File: src/rtl/gate_pkg.sv
// gate_pkg: shared types for the parking gate scheduler.
// FSM states, spot indexing, dwell counter width.
package gate_pkg;

  localparam int NUM_SPOTS = 4;
  localparam int SPOT_W    = 2;
  localparam int DWELL_W   = 16;

  typedef logic [SPOT_W-1:0] spot_t;

  typedef enum logic [1:0] {
    S_IDLE,
    S_GRANT,
    S_OPEN,
    S_CLOSE
  } state_e;

  typedef enum logic {
    SIDE_ENTRY = 1'b0,
    SIDE_EXIT  = 1'b1
  } side_e;

  function automatic logic [2:0] popcount4(input logic [3:0] v);
    popcount4 = 3'(v[0]) + 3'(v[1]) + 3'(v[2]) + 3'(v[3]);
  endfunction

endpackage

File: src/rtl/spot_finder.sv
// spot_finder: lowest-index free spot of the occupancy map.
// none_free_o flags a full lot.
module spot_finder
  import gate_pkg::*;
(
  input  logic [NUM_SPOTS-1:0] f_i,
  output spot_t                index_o,
  output logic                 none_free_o
);

  // priority encode the first zero bit
  always_comb begin
    index_o     = '0;
    none_free_o = 1'b0;
    unique casez (f_i)
      4'b???0: index_o = 2'd0;
      4'b??01: index_o = 2'd1;
      4'b?011: index_o = 2'd2;
      4'b0111: index_o = 2'd3;
      default: none_free_o = 1'b1;
    endcase
  end

endmodule

File: src/rtl/gate_scheduler.sv
// gate_scheduler: shared entry/exit gate arbiter with occupancy map.
// Optional per-spot dwell timers when GATE_TIMER_EN is defined.
module gate_scheduler
  import gate_pkg::*;
#(
  parameter int DOOR_CYCLES = 4
) (
  input  logic        CLK,
  input  logic        RST,
  input  logic        enter_req,
  input  logic        exit_req,
  input  logic [1:0]  exit_spot,
  output logic        enter_grant,
  output logic        exit_grant,
  output logic        exit_err,
  output logic        door_open,
  output logic [1:0]  L,
  output logic [3:0]  F,
  output logic [2:0]  capacity,
  output logic        full,
  output logic        busy,
  output logic [63:0] spot_time
);

  state_e      state_q, state_d;
  side_e       side_q, side_d;
  side_e       last_q, last_d;
  spot_t       spot_q, spot_d;
  spot_t       L_q, L_d;
  logic [3:0]  F_q, F_d;
  logic [3:0]  cnt_q, cnt_d;
  logic        err_q, err_d;

  spot_t       free_idx;
  logic        none_free;
  logic        en_ok;
  logic        ex_ok;

  spot_finder u_find (
    .f_i         (F_q),
    .index_o     (free_idx),
    .none_free_o (none_free)
  );

  assign en_ok = enter_req & ~none_free;
  assign ex_ok = exit_req & F_q[exit_spot];

  // state and datapath registers
  always_ff @(posedge CLK or posedge RST) begin
    if (RST) begin
      state_q <= S_IDLE;
      side_q  <= SIDE_ENTRY;
      last_q  <= SIDE_ENTRY;
      spot_q  <= '0;
      L_q     <= '0;
      F_q     <= '0;
      cnt_q   <= '0;
      err_q   <= 1'b0;
    end else begin
      state_q <= state_d;
      side_q  <= side_d;
      last_q  <= last_d;
      spot_q  <= spot_d;
      L_q     <= L_d;
      F_q     <= F_d;
      cnt_q   <= cnt_d;
      err_q   <= err_d;
    end
  end

  // arbitration, passage sequencing and map update
  always_comb begin
    state_d = state_q;
    side_d  = side_q;
    last_d  = last_q;
    spot_d  = spot_q;
    L_d     = L_q;
    F_d     = F_q;
    cnt_d   = cnt_q;
    err_d   = 1'b0;
    unique case (state_q)
      S_IDLE: begin
        err_d = exit_req & ~F_q[exit_spot];
        if (en_ok | ex_ok) begin
          state_d = S_GRANT;
          spot_d  = exit_spot;
          if (en_ok & ex_ok)
            side_d = (last_q == SIDE_ENTRY) ? SIDE_EXIT : SIDE_ENTRY;
          else
            side_d = ex_ok ? SIDE_EXIT : SIDE_ENTRY;
        end
      end
      S_GRANT: begin
        state_d = S_OPEN;
        cnt_d   = 4'(DOOR_CYCLES - 1);
        last_d  = side_q;
        if (side_q == SIDE_ENTRY) begin
          F_d[free_idx] = 1'b1;
          L_d           = free_idx;
        end else begin
          F_d[spot_q] = 1'b0;
        end
      end
      S_OPEN: begin
        if (cnt_q == 4'd0) state_d = S_CLOSE;
        else cnt_d = cnt_q - 4'd1;
      end
      S_CLOSE: state_d = S_IDLE;
      default: state_d = S_IDLE;
    endcase
  end

  assign enter_grant = (state_q == S_GRANT) && (side_q == SIDE_ENTRY);
  assign exit_grant  = (state_q == S_GRANT) && (side_q == SIDE_EXIT);
  assign exit_err    = err_q;
  assign door_open   = (state_q == S_OPEN);
  assign busy        = (state_q != S_IDLE);
  assign L           = L_q;
  assign F           = F_q;
  assign full        = (F_q == 4'b1111);
  assign capacity    = 3'(NUM_SPOTS) - popcount4(F_q);

`ifdef GATE_TIMER_EN
  logic [3:0] alloc;

  // one-hot of the spot being allocated on this edge
  always_comb begin
    alloc = '0;
    if (enter_grant) alloc[free_idx] = 1'b1;
  end

  for (genvar i = 0; i < NUM_SPOTS; i++) begin : g_tmr
    logic [DWELL_W-1:0] tmr_q;

    // saturating dwell counter, restarted on allocation
    always_ff @(posedge CLK or posedge RST) begin
      if (RST) tmr_q <= '0;
      else if (alloc[i]) tmr_q <= '0;
      else if (F_q[i] && (tmr_q != {DWELL_W{1'b1}}))
        tmr_q <= tmr_q + 1'b1;
    end

    assign spot_time[DWELL_W*i +: DWELL_W] = tmr_q;
  end
`else
  assign spot_time = '0;
`endif

endmodule

File: config.mk
export PLATFORM = sky130hd
export DESIGN_NAME = gate_scheduler
export DESIGN_NICKNAME = d
export VERILOG_FILES = /design/src/rtl/gate_pkg.sv /design/src/rtl/spot_finder.sv /design/src/rtl/gate_scheduler.sv
export SDC_FILE = /design/constraint.sdc
export NUM_CORES = 1
export LEC_CHECK = 0
export ABC_AREA = 1
export CORE_MARGIN = 2
export CORE_UTILIZATION = 33
export DETAILED_ROUTE_END_ITERATION = 16
export HOLD_SLACK_MARGIN = 0.02
export PLACE_DENSITY = 0.68
export SYNTH_ARGS = -nofsm -noshare
export SYNTH_HDL_FRONTEND = slang
export SYNTH_HIERARCHICAL = 1
export SYNTH_SLANG_ARGS = --single-unit
File: constraint.sdc
create_clock -name CLK -period 2.1 [get_ports CLK]
set_input_delay 0.21 -clock CLK [delete_from_list [all_inputs] [get_ports CLK]]
set_output_delay 0.21 -clock CLK [all_outputs]
set_load 0.01 [all_outputs]
==> flow_summary.ini, run 1 <==
[status]
status = completed

[floorplan]
start_util_pct = 34.1
fp.dieH_um = 71.1
die_w_um = 71.1
num_rows = 24
core_area_sq_um = 4350
die_area_sq_um = 5050
io_pins = 85

[critical_path]
r2r_slack_ps = 700
critical_path.max_fanout = 2
crit_start = F[1]
critPathLaunchType = flip-flop
crit_type = reg -> out
required_ps = 1890
reg2regPathDepth = 10
cp-endpoint = capacity[1]
arrival_ps = 1790
end_kind = output port
worst_r2r_endpoint = side_q
rr_startpoint = F[1]

[sta]
max_freq_ghz = 0.500
hold_viol_final = 0
tightest_slew_ps = 640
fin_skew_ps = 1.73
slew_violations = 0
fin_crit_ps = 2000
setup_viol = 0
fin_ws_ps = 100
rsz0062_at_grt = false
max_slew_margin_pct = 57.3
fin_crit_sh_pct = 95.2

[global_routing]
grt.total_usage_pct = 9.79
grt_pass1_wl_um = 3850
antenna_found_initial = 0
grt_pass1_vias = 890
grt_max_degree = 18
gr-total-overflow = 0

[layout]
finalInstanceArea_sq_um = 1580
area_growth_pct = 6.32
regArea_sq_um = 425
layout-drive-gt1-share_pct = 11.5
fin_nets = 232
multi_input_area_sq_um = 742
fill_cells = 460
antenna_cells = 0
final_cell_mix = conb_1 (64), nand2_1 (29), dfrtp_1 (17), clkdlybuf4s50_1 (17), inv_1 (16)
postLayoutCoreUtil_pct = 36.2
layout_commonest_cell = conb_1

[power_and_ir_drop]
finalPower_uw = 2140
intPower_uw = 1180
power_leakage_uw = 0.000853
power.density_nw_per_um2 = 1360
p_sw_uw = 960
pwr-share-clk_pct = 11.4
sw_frac_of_total_pct = 44.8
seq_power_share_pct = 27.5
vdd_drop_max_uv = 615
comb_power_share_pct = 61.1

[detailed_routing]
dr.pass1.iters = 4
ant_nets = 0
wirelength_um = 2300
drt_iter0_markers = 15
avgViaCountPerCell = 3.88
num_vias = 1045
wire_per_inst_um = 8.56
route.detailed.drc = 0

[place]
place_hpwl_um = 1900
place_ws_ps = -34.0
place_area_sq_um = 1530
portBuffers = 20
place.gp.congestion = 0.753

[clocking]
cts_buffer_depth = 2
cts_tree = yes
cts_max_level = 1
cts.sink_count = 17
clockRootBuffer = clkbuf_8
clkTransAtPathRegs_ps = 70
cts_buffers = 3
clk_latency_ps = 250

[worst_hold_path]
hp-class = in -> async

[synthesis]
avgSynthCellArea_sq_um = 7.81
synthDistinctLibCells = 23
synth-seq-cells = 17
netlist_instances = 190
syn-cell-area_sq_um = 1480
yosysSeqAreaShare_pct = 28.7
ys_warn_count = 6

[job]
drv_cap = 0
==> cell families (layout without fill, tap and decap cells) <==
group / after synthesis / count (layout) / synth area share, %
AOI/OAI and AO/OA: 25 / 25 / 9.11
adders and majority gates: 8 / 8 / 7.25
buffers and inverters: 84 / 48 / 37.4
DFF: 17 / 17 / 28.7
other: 1 / 64 / 0.253
and+or+nand+nor: 55 / 55 / 17.3
==> per-layer routing <==
| metal | vias to the layer above | wire length, um | GRT usage (%) |
|---|---|---|---|
| met5 | - | 0 | 0 |
| met4 | 0 | 34 | 5.03 |
| met3 | 2 | 158 | 2.14 |
| met2 | 53 | 1120 | 15.6 |
| met1 | 465 | 992 | 12.5 |
| li1 | 525 | - | - |
==> worst max-delay path: stages, from the launching register on <==
cell and delay (ps):
dfrtp_1 400, fa_1 540, inv_1 40, ha_1 170, ha_1 260, buf_2 140
==> worst min path at each step <==
stage / endpoint / slack, ps / depth (start not counted)
after CTS: cnt_q[2] / 370 / 2
final: cnt_q[2] / 340 / 2
after detailed placement: cnt_q[0] / 460 / 1
after global routing: cnt_q[2] / 420 / 2
after global placement: last_q / 460 / 2
after floorplan: F[0] / 140 / 1
==> synth_stat cells <==
cell type | count | area (sq um)
a21oi_1 | 4 | 20.0
or2_2 | 1 | 6.26
nor2_1 | 6 | 22.5
a2bb2oi_1 | 1 | 8.76
ha_1 | 7 | 87.6
o22ai_1 | 1 | 6.26
o21ai_1 | 13 | 65.1
nor3_1 | 1 | 5.00
nand2_1 | 29 | 109
inv_1 | 16 | 60.1
a31oi_1 | 1 | 6.26
nor2_2 | 2 | 12.5
nand2_2 | 4 | 25.0
or2_0 | 1 | 6.26
o21ai_2 | 1 | 8.76
conb_1 | 1 | 3.75
buf_4 | 64 | 480
nand3_1 | 8 | 40.0
nand3_2 | 3 | 30.0
fa_1 | 1 | 20.0
o21ai_0 | 4 | 20.0
inv_2 | 4 | 15.0
dfrtp_1 | 17 | 425
==> repair_timing <==
action                                  4_1_cts  5_1_grt
buffers inserted                              0        1
endpoints found under the setup margin        3        2
resized for setup                             6        2
gates cloned                                  0        0
hold buffers                                  0        0
==> area by class of cell <==
type / count / area share (%)
multi-input combinational: 152 / 47.0
sequential: 17 / 27.0
timing repair buffer: 24 / 14.2
inverter: 20 / 4.76
tap: 52 / 4.12
clock buffer: 3 / 2.62
clock inverter: 1 / 0.317
==> per-stage QoR <==
| stage | TNS [ps] | hold slack, ps | std cells |
|---|---|---|---|
| floorplan | 0 | 136 | 253 |
| global placement | -7.59 | 458 | 264 |
| detailed placement | -34.0 | 464 | 264 |
| CTS | 0 | 371 | 268 |
| global route | 0 | 418 | 269 |
| finish | 0 | 342 | 269 |
==> registers in the layout (all words and copies together), names as in the netlist <==
register,cells
last_q,1
spot_q,2
exit_err,1
cnt_q,4
state_q,2
L,2
F,4
side_q,1
==> power by group through the flow <==
stage	registers (uW)	clock network (uW)	logic (uW)
floorplan	628	0	888
finish	588	244	1310
CTS	590	253	1310
global route	611	269	1510
global placement	592	0	1350
detailed placement	596	0	1370
No activity file was read; power rests on OpenSTA's default activity.
==> inputs of run 2 (changes only) <==
--- a/config.mk
+++ b/config.mk
@@ -7,10 +7,11 @@
 export LEC_CHECK = 0
 export ABC_AREA = 1
 export CORE_MARGIN = 2
-export CORE_UTILIZATION = 33
+export CORE_UTILIZATION = 38
 export DETAILED_ROUTE_END_ITERATION = 16
 export HOLD_SLACK_MARGIN = 0.02
-export PLACE_DENSITY = 0.68
+export MAX_ROUTING_LAYER = met4
+export PLACE_DENSITY = 0.77
 export SYNTH_ARGS = -nofsm -noshare
 export SYNTH_HDL_FRONTEND = slang
 export SYNTH_HIERARCHICAL = 1
==> flow_summary.ini, run 2 (same netlist as run 1, synthesis figures left out) <==
[status]
status = completed

[critical_path]
end_kind = output port
path_cells = fa_1 -> inv_1 -> ha_1 -> ha_1 -> buf_2
reg2regPathDepth = 10
max_stage_delay_ps = 530
rr_startpoint = F[1]
arrival_ps = 1790
r2r_slack_ps = 700
worst_r2r_endpoint = side_q
cp_slowest_cell = fa_1
crit_type = reg -> out
critPathLaunchType = flip-flop
critical_path.max_fanout = 2
required_ps = 1890
cpMostUsedCell = ha_1

[sta]
setup_viol = 0
max_freq_ghz = 0.499
slew_violations = 0
max_slew_margin_pct = 56.6
hold_viol_final = 0
fin_crit_sh_pct = 95.5
fin_skew_ps = 2.30
tightest_slew_ps = 650
fin_crit_ps = 2000
rsz0062_at_grt = false

[power_and_ir_drop]
seq_power_share_pct = 27.4
power_leakage_uw = 0.000855
power.density_nw_per_um2 = 1370
intPower_uw = 1170
sw_frac_of_total_pct = 45.4
vdd_drop_max_uv = 545
pwr-share-clk_pct = 11.4
comb_power_share_pct = 61.2
p_sw_uw = 973

[floorplan]
io_pins = 85
die_w_um = 66.5
core_area_sq_um = 3720
fp.dieH_um = 66.5
die_area_sq_um = 4420
start_util_pct = 39.9
num_rows = 22

[detailed_routing]
avgViaCountPerCell = 3.94
dr.pass1.iters = 4
wire_per_inst_um = 8.87
ant_nets = 0
num_vias = 1045
drt_iter0_markers = 9
wirelength_um = 2350
route.detailed.drc = 0

[layout]
layout-drive-gt1-share_pct = 11.5
fin_nets = 232
postLayoutCoreUtil_pct = 42.1
fill_cells = 399
area_growth_pct = 5.48
multi_input_area_sq_um = 739
final_cell_mix = conb_1 (64), nand2_1 (29), dfrtp_1 (17), clkdlybuf4s50_1 (17), inv_1 (16)
finalInstanceArea_sq_um = 1570
antenna_cells = 0
layout_commonest_cell = conb_1
regArea_sq_um = 425

[clocking]
cts_tree = yes
clockRootBuffer = clkbuf_8
clk_latency_ps = 250
cts_max_level = 1
cts_buffers = 3
cts_buffer_depth = 2
cts.sink_count = 17
clkTransAtPathRegs_ps = 70

[global_routing]
grt_max_degree = 18
antenna_found_initial = 0
grt_pass1_vias = 826
grt_pass1_wl_um = 3600
gr-total-overflow = 0
grt.total_usage_pct = 11.1

[place]
portBuffers = 20
place_area_sq_um = 1520
place.gp.congestion = 0.762
place_hpwl_um = 1900

[worst_hold_path]
hp-class = in -> async

[job]
drv_cap = 0
## run 2: through the flow
stage                     hold slack [ps]  total power (uW)  setup WS, ps  std cells  TNS [ps]
after global placement                462              1940         -7.22        260     -7.22
after CTS                             368              2150          6.03        264         0
after global routing                  419              2350          12.5        265         0
final                                 344              2140          95.2        265         0
after floorplan                       136              1520           380        253         0
after detailed placement              463              1980         -40.0        260     -40.0
## run 2: area by class of cell
| class | instances | share of cell area, % |
|---|---|---|
| Clock inverter | 1 | 0.320 |
| Sequential cell | 17 | 27.2 |
| Inverter | 20 | 4.80 |
| Timing Repair Buffer | 24 | 14.0 |
| Tap cell | 48 | 3.84 |
| Clock buffer | 3 | 2.64 |
| Multi-Input combinational cell | 152 | 47.2 |
## run 2: power groups by stage
stage / Combinational [uW] / Sequential [uW] / Clock [uW]
after floorplan: 888 / 628 / 0
after global placement: 1340 / 593 / 0
after detailed placement: 1380 / 595 / 0
after CTS: 1310 / 590 / 252
after global routing: 1480 / 605 / 266
final: 1310 / 588 / 244
## run 2: what timing repair did
| item | 4_1_cts | 5_1_grt |
|---|---|---|
| resized for setup | 6 | 2 |
| hold buffers | 0 | 0 |
| buffers inserted | 0 | 1 |
| endpoints found under the setup margin | 3 | 1 |
## run 2: worst max path at each step
stage / from / to / slack, ps / cells after the start
2_1_floorplan: F[1] / capacity[1] / 380 / 4
3_5_place_dp: F[1] / capacity[1] / -40 / 5
6_report: F[1] / capacity[1] / 100 / 5
5_1_grt: F[1] / capacity[1] / 10 / 5
4_1_cts: F[1] / capacity[2] / 6 / 5
3_3_place_gp: F[1] / capacity[1] / -7 / 5
## run 2: per-layer routing
layer	global-route usage [%]	share of wire [%]	up-vias	wire length [um]
met5	-	0	-	0
met3	2.36	8.0	2	188
li1	-	-	529	-
met2	16.5	46	51	1070
met4	6.63	1.4	0	34
met1	13.7	45	463	1060
## run 2: worst max-delay path: cells and delay by family (launching register included)
family	cells	cell delay (ps)
flip-flops	1	400
adder cells (fa/ha/maj)	3	960
buffers and inverters	2	180
==> inputs of run 3 (changes only) <==
--- a/config.mk
+++ b/config.mk
@@ -7,11 +7,11 @@
 export LEC_CHECK = 0
 export ABC_AREA = 1
 export CORE_MARGIN = 2
-export CORE_UTILIZATION = 38
+export CORE_UTILIZATION = 35
+export CTS_CLUSTER_SIZE = 8
 export DETAILED_ROUTE_END_ITERATION = 16
-export HOLD_SLACK_MARGIN = 0.02
 export MAX_ROUTING_LAYER = met4
-export PLACE_DENSITY = 0.77
+export PLACE_DENSITY = 0.75
 export SYNTH_ARGS = -nofsm -noshare
 export SYNTH_HDL_FRONTEND = slang
 export SYNTH_HIERARCHICAL = 1
==> constraint.sdc (replaced) <==
create_clock -name CLK -period 1.8 [get_ports CLK]
set_input_delay 0.18 -clock CLK [delete_from_list [all_inputs] [get_ports CLK]]
set_output_delay 0.18 -clock CLK [all_outputs]
set_load 0.01 [all_outputs]
==> flow_summary.ini, run 3 (same netlist as run 1, synthesis figures left out) <==
[detailed_routing]
dr.pass1.iters = 4
ant_nets = 0
route.detailed.drc = 0
num_vias = 1063
wirelength_um = 2480
drt_iter0_markers = 24
avgViaCountPerCell = 3.94
wire_per_inst_um = 9.18

[sta]
rsz0062_at_grt = true
tightest_slew_ps = 636
slew_violations = 0
fin_tns_setup_ps = -192
fin_crit_ps = 1940
setup_viol = 2
fin_ws_ps = -136
hold_viol_final = 0
hold_ws_ps = 321
max_freq_ghz = 0.516
max_slew_margin_pct = 57.5
fin_skew_ps = 0.795
fin_crit_sh_pct = 108

[clocking]
cts_buffers = 3
cts_max_level = 1
clk_latency_ps = 250
cts.sink_count = 17
cts_buffer_depth = 2
clockRootBuffer = clkbuf_8
ctsHoldBuffers = 0
cts_tree = yes
clkTransAtPathRegs_ps = 70

[place]
place_area_sq_um = 1550
place.gp.congestion = 0.769
place_ws_ps = -299
portBuffers = 20
place_hpwl_um = 1920

[layout]
layout_commonest_cell = conb_1
fin_nets = 235
antenna_cells = 0
finalInstanceArea_sq_um = 1640
multi_input_area_sq_um = 769
fill_cells = 431
regArea_sq_um = 425
layout-drive-gt1-share_pct = 15.5
final_cell_mix = conb_1 (64), nand2_1 (29), dfrtp_1 (17)
area_growth_pct = 10.2

[global_routing]
met2_usage_pct = 15.4
grt_pass1_vias = 884
grt.busiest_layer = met2
grt_util_met1_pct = 12.2
use_met3_pct = 2.63
grt.total_usage_pct = 9.81
grt_pass1_wl_um = 3750
grt_max_degree = 18
gr-total-overflow = 0
antenna_found_initial = 0

[floorplan]
io_pins = 85
start_util_pct = 36.8
die_w_um = 69.1
core_area_sq_um = 4030
die_area_sq_um = 4780
num_rows = 23
fp.dieH_um = 69.1

[critical_path]
cp_slowest_cell = fa_1
cpMostUsedCell = ha_4
critPathLaunchType = flip-flop
arrival_ps = 1760
max_stage_delay_ps = 550
path_cells = fa_1 -> inv_2 -> ha_4 -> ha_4 -> buf_6
critical_path.max_fanout = 2
path_buf_inv = 2
required_ps = 1620
crit_family = adder cells
end_kind = output port
crit_type = reg -> out

[job]
drv_cap = 0

[worst_hold_path]
hp-class = in -> async

[status]
status = finished with violations
violations = negative setup slack

[power_and_ir_drop]
power.density_nw_per_um2 = 1720
power_leakage_uw = 0.000897
vdd_drop_max_uv = 1020
run 3: repair_timing:
item,in CTS,in global routing
gates resized for setup,23,1
setup buffers,0,1
endpoints found under the setup margin,5,3
pin swaps,2,0
run 3: metal layers:
| layer | part of all wire, % | wire, um |
|---|---|---|
| met1 | 45 | 1110 |
| met2 | 47 | 1160 |
| met3 | 7.3 | 182 |
| met4 | 1.1 | 27 |
| met5 | 0 | 0 |
run 3: worst paths after layout:
path                       startpoint     endpoint  slack (ps)  depth (start not counted)
max in group asynchronous         RST   state_q[1]        1070                          2
min in group CLK             cnt_q[0]     cnt_q[0]         480                          1
max reg2reg                state_q[1]         F[0]         330                          7
max                              F[3]  capacity[1]        -140                          5
min                               RST         L[0]         320                          2
min reg2reg                  cnt_q[0]     cnt_q[0]         480                          1
run 3: per-stage QoR:
step | total power [uW] | cells | utilization, %
floorplan | 1770 | 253 | -
global placement | 2310 | 265 | 38.4
detailed placement | 2350 | 265 | 38.4
CTS | 2810 | 269 | 40.3
global route | 3050 | 270 | 40.6
finish | 2820 | 270 | 40.6
run 3: layout make-up:
class                           instances  share of cell area, %
Sequential cell                        17                   26.0
Clock inverter                          1                  0.306
Timing Repair Buffer                   27                   15.7
Clock buffer                            3                   2.52
Multi-Input combinational cell        152                   47.1
Tap cell                               50                   3.83
Inverter                               20                   4.59
run 3: report_power, final:
group / switching [uW] / internal, uW
Combinational: 969 / 886
Sequential: 119 / 552
Clock: 136 / 154
